`config.mk`:
```
export PLATFORM = sky130hd
export DESIGN_NAME = i2s_audio_tx
export DESIGN_NICKNAME = d
export VERILOG_FILES = /design/src/rtl/hdmi_audio_pkg.sv /design/src/rtl/audio_sample_fifo.sv /design/src/rtl/i2s_audio_tx.sv
export SDC_FILE = /design/constraint.sdc
export NUM_CORES = 1
export LEC_CHECK = 0
export ABC_CLOCK_PERIOD_IN_PS = 5300
export BUFFER_PORTS_ARGS = -buffer_cell sky130_fd_sc_hd__clkbuf_2
export CAP_MARGIN = 10
export CORE_ASPECT_RATIO = 0.9
export CORE_UTILIZATION = 40
export CTS_CLUSTER_DIAMETER = 50
export CTS_CLUSTER_SIZE = 25
export DETAILED_ROUTE_END_ITERATION = 16
export PLACE_DENSITY_LB_ADDON = 0.15
export SYNTH_ARGS = -nofsm -noshare
export SYNTH_HDL_FRONTEND = slang
export SYNTH_HIERARCHICAL = 1
export SYNTH_SLANG_ARGS = --single-unit
```
`constraint.sdc`:
```
create_clock -name clk -period 5.3 [get_ports clk]
set_input_delay 0 -clock clk [delete_from_list [all_inputs] [get_ports clk]]
set_output_delay 0 -clock clk [all_outputs]
set_load 0.1 [all_outputs]
```
`src/rtl/hdmi_audio_pkg.sv`:
```
// rtl/hdmi_audio_pkg.sv - shared defaults, types and I2S slot constants for HDMI audio sources
package hdmi_audio_pkg;

  localparam int AUDIO_DATA_W     = 16;
  localparam int AUDIO_CLK_DIV    = 4;
  localparam int AUDIO_FIFO_DEPTH = 4;
  localparam int I2S_CHANNELS     = 2;

  typedef enum logic {
    WS_LEFT  = 1'b0,
    WS_RIGHT = 1'b1
  } i2s_ws_e;

  function automatic int i2s_frame_slots(input int data_w);
    return I2S_CHANNELS * data_w;
  endfunction

endpackage

```
`src/rtl/audio_sample_fifo.sv`:
```
// rtl/audio_sample_fifo.sv - synchronous sample-pair FIFO with occupancy count
module audio_sample_fifo #(
  parameter int WIDTH = 32,
  parameter int DEPTH = 4
) (
  input  logic                   clk,
  input  logic                   reset_n,
  input  logic                   i_push,
  input  logic [WIDTH-1:0]       i_wdata,
  input  logic                   i_pop,
  output logic [WIDTH-1:0]       o_rdata,
  output logic                   o_full,
  output logic                   o_empty,
  output logic [$clog2(DEPTH):0] o_count
);

  localparam int AW = $clog2(DEPTH);

  logic [WIDTH-1:0] r_mem [DEPTH];
  logic [AW-1:0]    r_wr_ptr;
  logic [AW-1:0]    r_rd_ptr;
  logic [AW:0]      r_count;
  logic             w_push;
  logic             w_pop;

  assign w_push  = i_push && !o_full;
  assign w_pop   = i_pop && !o_empty;
  assign o_full  = (r_count == (AW+1)'(DEPTH));
  assign o_empty = (r_count == '0);
  assign o_rdata = r_mem[r_rd_ptr];
  assign o_count = r_count;

  always_ff @(posedge clk) begin
    if (w_push) r_mem[r_wr_ptr] <= i_wdata;
  end

  // Pointers wrap naturally because DEPTH is a power of two.
  always_ff @(posedge clk or negedge reset_n) begin
    if (!reset_n) begin
      r_wr_ptr <= '0;
      r_rd_ptr <= '0;
      r_count  <= '0;
    end else begin
      if (w_push) r_wr_ptr <= r_wr_ptr + 1'b1;
      if (w_pop)  r_rd_ptr <= r_rd_ptr + 1'b1;
      case ({w_push, w_pop})
        2'b10:   r_count <= r_count + 1'b1;
        2'b01:   r_count <= r_count - 1'b1;
        default: r_count <= r_count;
      endcase
    end
  end

endmodule

```
`src/rtl/i2s_audio_tx.sv`:
```
// rtl/i2s_audio_tx.sv - stereo I2S serializer fed from a sample-pair FIFO
module i2s_audio_tx
  import hdmi_audio_pkg::*;
#(
  parameter int DATA_W     = AUDIO_DATA_W,
  parameter int CLK_DIV    = AUDIO_CLK_DIV,
  parameter int FIFO_DEPTH = AUDIO_FIFO_DEPTH
) (
  input  logic                        clk,
  input  logic                        reset_n,
  input  logic                        en,
  input  logic                        in_valid,
  output logic                        in_ready,
  input  logic [DATA_W-1:0]           in_left,
  input  logic [DATA_W-1:0]           in_right,
  output logic [$clog2(FIFO_DEPTH):0] level,
  output logic                        underrun,
  input  logic                        clr_underrun,
  output logic                        sclk,
  output logic                        lrclk,
  output logic                        sd
);

  localparam int SLOTS = i2s_frame_slots(DATA_W);
  localparam int BW    = $clog2(SLOTS);
  localparam int DW    = (CLK_DIV > 1) ? $clog2(CLK_DIV) : 1;
  localparam logic [DW-1:0] DIV_LAST   = DW'(CLK_DIV - 1);
  localparam logic [BW-1:0] SLOT_LAST  = BW'(SLOTS - 1);
  localparam logic [BW-1:0] SLOT_RIGHT = BW'(DATA_W);

  logic [DW-1:0]    r_div_cnt;
  logic             r_sclk;
  logic [BW-1:0]    r_bit_cnt;
  i2s_ws_e          r_ws;
  logic             r_sd;
  logic [SLOTS-1:0] r_frame;
  logic             r_underrun;

  logic             w_fall;
  logic             w_frame_start;
  logic [BW-1:0]    w_bit_nxt;
  logic             w_fifo_full;
  logic             w_fifo_empty;
  logic [SLOTS-1:0] w_fifo_rdata;

  audio_sample_fifo #(
    .WIDTH (SLOTS),
    .DEPTH (FIFO_DEPTH)
  ) u_fifo (
    .clk     (clk),
    .reset_n (reset_n),
    .i_push  (in_valid),
    .i_wdata ({in_left, in_right}),
    .i_pop   (w_frame_start),
    .o_rdata (w_fifo_rdata),
    .o_full  (w_fifo_full),
    .o_empty (w_fifo_empty),
    .o_count (level)
  );

  assign w_fall        = en && r_sclk && (r_div_cnt == DIV_LAST);
  assign w_bit_nxt     = (r_bit_cnt == SLOT_LAST) ? '0 : r_bit_cnt + 1'b1;
  assign w_frame_start = w_fall && (w_bit_nxt == '0);

  // The frame register shifts MSB-first; emitting its MSB before the shift gives
  // the one-slot I2S delay, so slot 0 still carries the old frame's R[LSB].
  always_ff @(posedge clk or negedge reset_n) begin
    if (!reset_n) begin
      r_div_cnt <= '0;
      r_sclk    <= 1'b0;
      r_bit_cnt <= SLOT_LAST;
      r_ws      <= WS_LEFT;
      r_sd      <= 1'b0;
      r_frame   <= '0;
    end else if (!en) begin
      r_div_cnt <= '0;
      r_sclk    <= 1'b0;
      r_bit_cnt <= SLOT_LAST;
      r_ws      <= WS_LEFT;
      r_sd      <= 1'b0;
      r_frame   <= '0;
    end else begin
      if (r_div_cnt == DIV_LAST) begin
        r_div_cnt <= '0;
        r_sclk    <= !r_sclk;
      end else begin
        r_div_cnt <= r_div_cnt + 1'b1;
      end
      if (w_fall) begin
        r_bit_cnt <= w_bit_nxt;
        r_ws      <= (w_bit_nxt >= SLOT_RIGHT) ? WS_RIGHT : WS_LEFT;
        r_sd      <= r_frame[SLOTS-1];
        if (w_frame_start) r_frame <= w_fifo_empty ? '0 : w_fifo_rdata;
        else               r_frame <= {r_frame[SLOTS-2:0], 1'b0};
      end
    end
  end

  always_ff @(posedge clk or negedge reset_n) begin
    if (!reset_n)                          r_underrun <= 1'b0;
    else if (w_frame_start && w_fifo_empty) r_underrun <= 1'b1;
    else if (clr_underrun)                 r_underrun <= 1'b0;
  end

  assign in_ready = !w_fifo_full;
  assign underrun = r_underrun;
  assign sclk     = r_sclk;
  assign lrclk    = r_ws;
  assign sd       = r_sd;

endmodule

```
* Word-level counts from Yosys, hierarchy flattened
Memory sizes are Yosys's and may differ from the RTL's.
Cells that the tools add are included.
** Operators by class
- Mux-type cells :: 21
- Eq/ne operators :: 7
- Magnitude comparators :: 1
- Reduce and logical (&&, ||, !) cells :: 13
- Add/sub/neg operators :: 6
** Operators by type and width (count)
- $mux W32 :: 4
- $mux W5 :: 3
- $mux W1 :: 11
- $add A2 B1 Y2 const B :: 3
- $logic_and A1 B1 Y1 :: 6
- $pmux W3 S2 :: 1
- $add A5 B1 Y5 const B :: 1
- $eq A5 B5 Y1 const B :: 1
- $ge A5 B5 Y1 const B :: 1
- $logic_not A5 Y1 :: 1
- $eq A2 B2 Y1 const B :: 2
- $mux W2 :: 2
- $ne A2 B1 Y1 const B :: 2
- $reduce_bool A2 Y1 :: 2
- $add A3 B1 Y3 const B :: 1
- $eq A3 B3 Y1 const B :: 1
- $logic_not A1 Y1 :: 3
- $logic_not A3 Y1 :: 1
- $sub A3 B1 Y3 const B :: 1
- $eq A2 B1 Y1 const B :: 1
** Storage, ports and cells
- Bits of input ports :: 37
- Word-level logic and storage cells :: 59
- Register bits :: 50
- Memories kept :: 1
- Output and inout bits :: 8
- Bits in writable memories :: 128
** Memories
- u_fifo.r_mem :: words 4, bits a word 32, read ports 1, clocked after Yosys merged registers in 0, wr ports 1, RTL line audio_sample_fifo.sv:19 : logic [WIDTH-1:0] r_mem [DEPTH];

* Depth between registers and ports, before layout
- Depth in word-level cells :: 7
- Depth in mapped cells :: 14
- Depth with buffers taken out :: 14

* By module
The synthesis kept the hierarchy.
** Modules (own cells, without submodules)
- audio_sample_fifo :: seq. area each 4018.9 um^2, area an instance 5041.1 um^2, instances 1, cells an instance 206
- i2s_audio_tx :: seq. area each 1082.3 um^2, area an instance 2255.9 um^2, instances 1, cells an instance 202

* Worst setup path after synthesis
OpenSTA, ideal clock, no wires.
- Kind :: register -> register
- Start point :: register r_bit_cnt[0]
- End point :: register u_fifo.r_count[2] (netlist: u_fifo/o_count[2])
- Data required time :: 5137 ps
- Arrival time :: 2686 ps
- Buffers on the path :: 0
- Slack :: 2450 ps
- Period minus slack after synthesis :: 2850 ps
- Cell stages (with the launch flop) :: 15
- Path through :: dfstp_2 -> ha_1 -> and3_2 -> ha_1 -> nor2b_1 -> mux2i_1 -> nand2_1 -> nor2_1 -> o31a_2 -> ha_1 -> inv_1 -> fa_1 -> xor2_1 -> nor2_1 -> xor2_1
** Between the ends
- Longest elaborated chain between the ends :: 7
** RTL lines
- start: declaration :: RTL line i2s_audio_tx.sv:33 : logic [BW-1:0] r_bit_cnt;
- start signal: assignment :: RTL line i2s_audio_tx.sv:90 : r_bit_cnt <= w_bit_nxt;
- $add A5 B1 Y5 / $eq A5 B5 Y1 (equally long branches) :: RTL line i2s_audio_tx.sv:62 : assign w_bit_nxt = (r_bit_cnt == SLOT_LAST) ? '0 : r_bit_cnt + 1'b1;
- $mux W5 * :: RTL line i2s_audio_tx.sv:62
- $logic_not A5 Y1 * :: RTL line i2s_audio_tx.sv:63 : assign w_frame_start = w_fall && (w_bit_nxt == '0);
- $logic_and A1 B1 Y1 * :: RTL line i2s_audio_tx.sv:63
- net w_frame_start :: RTL line i2s_audio_tx.sv:40 : logic w_frame_start;
- $logic_and A1 B1 Y1 * :: RTL line audio_sample_fifo.sv:27 : assign w_pop = i_pop && !o_empty;
- net u_fifo.w_pop :: RTL line audio_sample_fifo.sv:24 : logic w_pop;
- $eq A2 B1 Y1 / $eq A2 B2 Y1 (equally long branches) :: RTL line audio_sample_fifo.sv:46 : case ({w_push, w_pop})
- $pmux W3 S2 / $reduce_bool A2 Y1 (equally long branches)
- end signal: assignment :: RTL line audio_sample_fifo.sv:47 : 2'b10: r_count <= r_count + 1'b1;
- end signal: assignment :: RTL line audio_sample_fifo.sv:48 : 2'b01: r_count <= r_count - 1'b1;
- end signal: assignment :: RTL line audio_sample_fifo.sv:49 : default: r_count <= r_count;
- end: declaration :: RTL line audio_sample_fifo.sv:22 : logic [AW:0] r_count;
The timed path passes the listed nets; every way through them passes the cells marked *.
A chain may end at the register's enable or synchronous reset.

* Final worst setup path
Same ends and word-level chain as after synthesis.

==> results.py <==
metrics = {
    "global_route": {
        "antenna_found_initial": 0,
        "grt_first_pass_wirelength_mm": 21.5,
        "overflow": 0,
        "grt_max_degree": 51,
        "track_usage_pct": 15.7,
        "grt_pass1_vias": 3951,
    },
    "synth": {
        "yosys-top-cells-area": "edfxtp_1 (53%), dfrtp_1 (15%), mux4_2 (9.9%), and2_2 (4.4%), a221o_1 (4.1%)",
        "avgSynthCellArea_um2": 17.9,
        "synth_seq_cells": 178,
        "yosysWarnings": 6,
        "synthFlopType": "edfxtp_1",
        "syn_area_um2": 7300,
        "synthArstFlopShare_pct": 28.1,
        "yosys.area.top_type": "edfxtp_1",
        "synth_edf_count": 128,
        "yosysTopAreaCellShare_pct": 52.7,
        "synthCells": 408,
        "yosysSeqAreaShare_pct": 69.9,
        "yosysUniqueCellTypes": 39,
        "synth.net_count": 455,
    },
    "power": {
        "pwr-share-comb_pct": 15.7,
        "swShare_pct": 26.4,
        "p_int_uw": 2690,
        "clkPwrFrac_pct": 34.8,
        "p_leak_uw": 0.00330,
        "netSwitchingPower_uw": 965,
        "seqPwrFrac_pct": 49.5,
        "irDropWorstVdd_uv": 257,
        "power_density_nw_per_um2": 421,
        "power_uw": 3650,
    },
    "placement": {
        "place.gp.congestion": 0.762,
        "io_buffers": 44,
        "dp_hpwl_mm": 7.10,
        "place_area_um2": 7720,
    },
    "detailed_routing": {
        "dr.pass1.iters": 4,
        "routed_wl_mm": 13.3,
        "vias_per_cell": 5.09,
        "drt_iter0_markers": 212,
        "wl_per_cell_um": 17.9,
        "drcViolationCount": 0,
        "wl_met2_mm": 6.41,
        "dr_total_vias": 3780,
        "wl_met3_um": 467,
        "highest_layer": "met4",
        "antenna_left": 0,
        "wl_met1_mm": 6.28,
    },
    "clocking": {
        "cts.path.max_buffers": 2,
        "numCtsBuffers": 17,
        "cts_root_buf": "clkbuf_16",
        "tritoncts": "done",
        "ctsHtreeMaxLevel": 4,
        "insertion_delay_ns": 0.42,
        "clock-sinks": 178,
        "clkTransAtPathRegs_ns": 0.06,
    },
    "sta": {
        "finalMaxSlewViolations": 0,
        "rsz0062_at_grt": "no",
        "fmax_mhz": 314,
        "timing.clock.skew_ns": 0.00904,
        "hold_ws_ns": 0.249,
        "maxSlewHeadroom_pct": 33.5,
        "worst_pin_slew_ns": 0.997,
        "finalCriticalPeriod_ns": 3.19,
        "tns_ns": 0,
        "timing.final.crit_share_pct": 60.2,
        "setup_violations": 0,
        "hold_viol": 0,
    },
    "setup_path": {
        "required_ns": 5.64,
        "r2r-start": "r_bit_cnt[0]",
        "rr_worst_depth": 14,
        "end_kind": "flop",
        "rrSetupSlack_ns": 2.11,
        "arrival_ns": 3.53,
        "crit_path_start": "r_bit_cnt[0]",
        "regToRegEndpoint": "u_fifo/o_count[2]",
        "worstSetupPathType": "flop to flop",
        "cp-start-kind": "flop",
        "path_max_fanout": 6,
    },
    "min_path": {
        "hold_path.class": "primary input to asynchronous set/reset pin",
    },
    "floorplanning": {
        "core_area_um2": 17700,
        "row_count": 46,
        "initial_core_util_pct": 41.2,
        "die_h_um": 130,
        "die_w_um": 144,
        "io_pins": 45,
        "dieArea_um2": 18800,
    },
    "final_layout": {
        "fin_util_pct": 48.9,
        "diodes": 0,
        "postLayoutCellArea_um2": 8670,
        "n_fill_cell": 1528,
        "nNetsFinal": 536,
        "layout-area-overhead-vs-synth_pct": 18.8,
        "drive_gt1_share_pct": 34.9,
    },
    "flow_run": {
        "cap_violations": 0,
    },
    "run_status": {
        "outcome": "finished clean",
    },
}
## registers in the layout, indices dropped and copies added, names as in the netlist
register	cells
sclk	1
underrun	1
u_fifo/r_rd_ptr	2
r_frame	32
u_fifo/o_count	3
r_bit_cnt	5
r_div_cnt	2
lrclk	1
u_fifo/r_mem	128
sd	1
u_fifo/r_wr_ptr	2
## routing by layer
layer | vias to the layer above | track usage, %
li1 | 1735 | -
met1 | 1965 | 21.0
met2 | 70 | 25.1
met3 | 10 | 3.85
met4 | 0 | 5.33
met5 | - | 0
## cells in the mapped netlist, drive strengths merged, types with 2 or more instances
| master | instances |
|---|---|
| xor2 | 4 |
| buf | 13 |
| nor2b | 2 |
| edfxtp | 128 |
| nor2 | 4 |
| and2 | 65 |
| nand3 | 7 |
| mux4 | 32 |
| a221o | 31 |
| inv | 11 |
| a21boi | 2 |
| nand2 | 13 |
| mux2i | 2 |
| ha | 9 |
| and3 | 6 |
| xnor2 | 4 |
| dfstp | 5 |
| clkbuf | 10 |
| dfrtp | 45 |
## power groups by stage
stage	Clock [µW]	Combinational [µW]	Sequential, µW
finish	1270	573	1810
global route	1360	625	1830
CTS	1310	589	1810
detailed placement	0	567	1840
global placement	0	559	1830
floorplan	0	321	1900
## layout make-up
type	instances	area [µm²]	share of cell area (%)
flip-flops and latches	178	5100	58.8
repair buffers	85	616	7.10
inverters	11	41.3	0.476
clock buffers	19	433	4.99
clock inverters	13	173	1.99
multi-input cells	196	2010	23.1
well taps	240	300	3.46
## worst max-delay path: stages (launching register included)
cell     delay, ns
dfstp_2       0.56
ha_1          0.22
and3_2        0.19
ha_1          0.24
nor2b_1       0.07
mux2i_1       0.29
nand2_1       0.16
nor2_1        0.14
o31a_2        0.19
ha_1          0.18
inv_1         0.06
fa_1          0.37
xor2_1        0.15
nor2_1        0.13
xor2_1        0.16
## stage by stage
stage               std cells  worst slack, ns
finish                    742             2.11
global route              742             1.79
CTS                       742             2.11
detailed placement        675             2.11
global placement          675             2.28
floorplan                 408             2.45
## repair_timing
action / CTS / global route
hold buffers: 35 / 0
hold endpoints to repair: 175 / 0
gates resized for setup: 0 / 0
setup buffers: 0 / 0
## placed cells by master (no fill, tap or decap), drive strengths merged, types with 2 or more instances in the layout
cell type,instances
dfrtp,45
clkinv,5
ha,9
clkbuf,63
a221o,31
xnor2,4
xor2,4
nand2,13
nand3,7
mux4,32
dlygate4sd3,35
dfstp,5
and2,65
edfxtp,128
a21boi,2
nor2b,2
nor2,4
buf,6
bufinv,3
and3,6
mux2i,2
inv,16
## logic make-up after synthesis
| group | Yosys count | synth area share, % |
|---|---|---|
| DFF | 178 | 69.9 |
| and+or+nand+nor | 103 | 9.14 |
| AOI/OAI and AO/OA | 40 | 5.18 |
| muxes | 35 | 10.4 |
| buffers and inverters | 34 | 2.64 |
| adders and majority gates | 10 | 1.82 |
| xor gates and xnor gates | 8 | 0.960 |
## worst max path at each step
stage,endpoint,depth (start not counted)
after floorplan,u_fifo/o_count[2],14
after global placement,u_fifo/o_count[2],14
after detailed placement,u_fifo/o_count[2],14
after CTS,u_fifo/o_count[2],14
after global routing,u_fifo/o_count[2],14
final,u_fifo/o_count[2],14
Note: power is estimated with default switching activity, not from simulation.
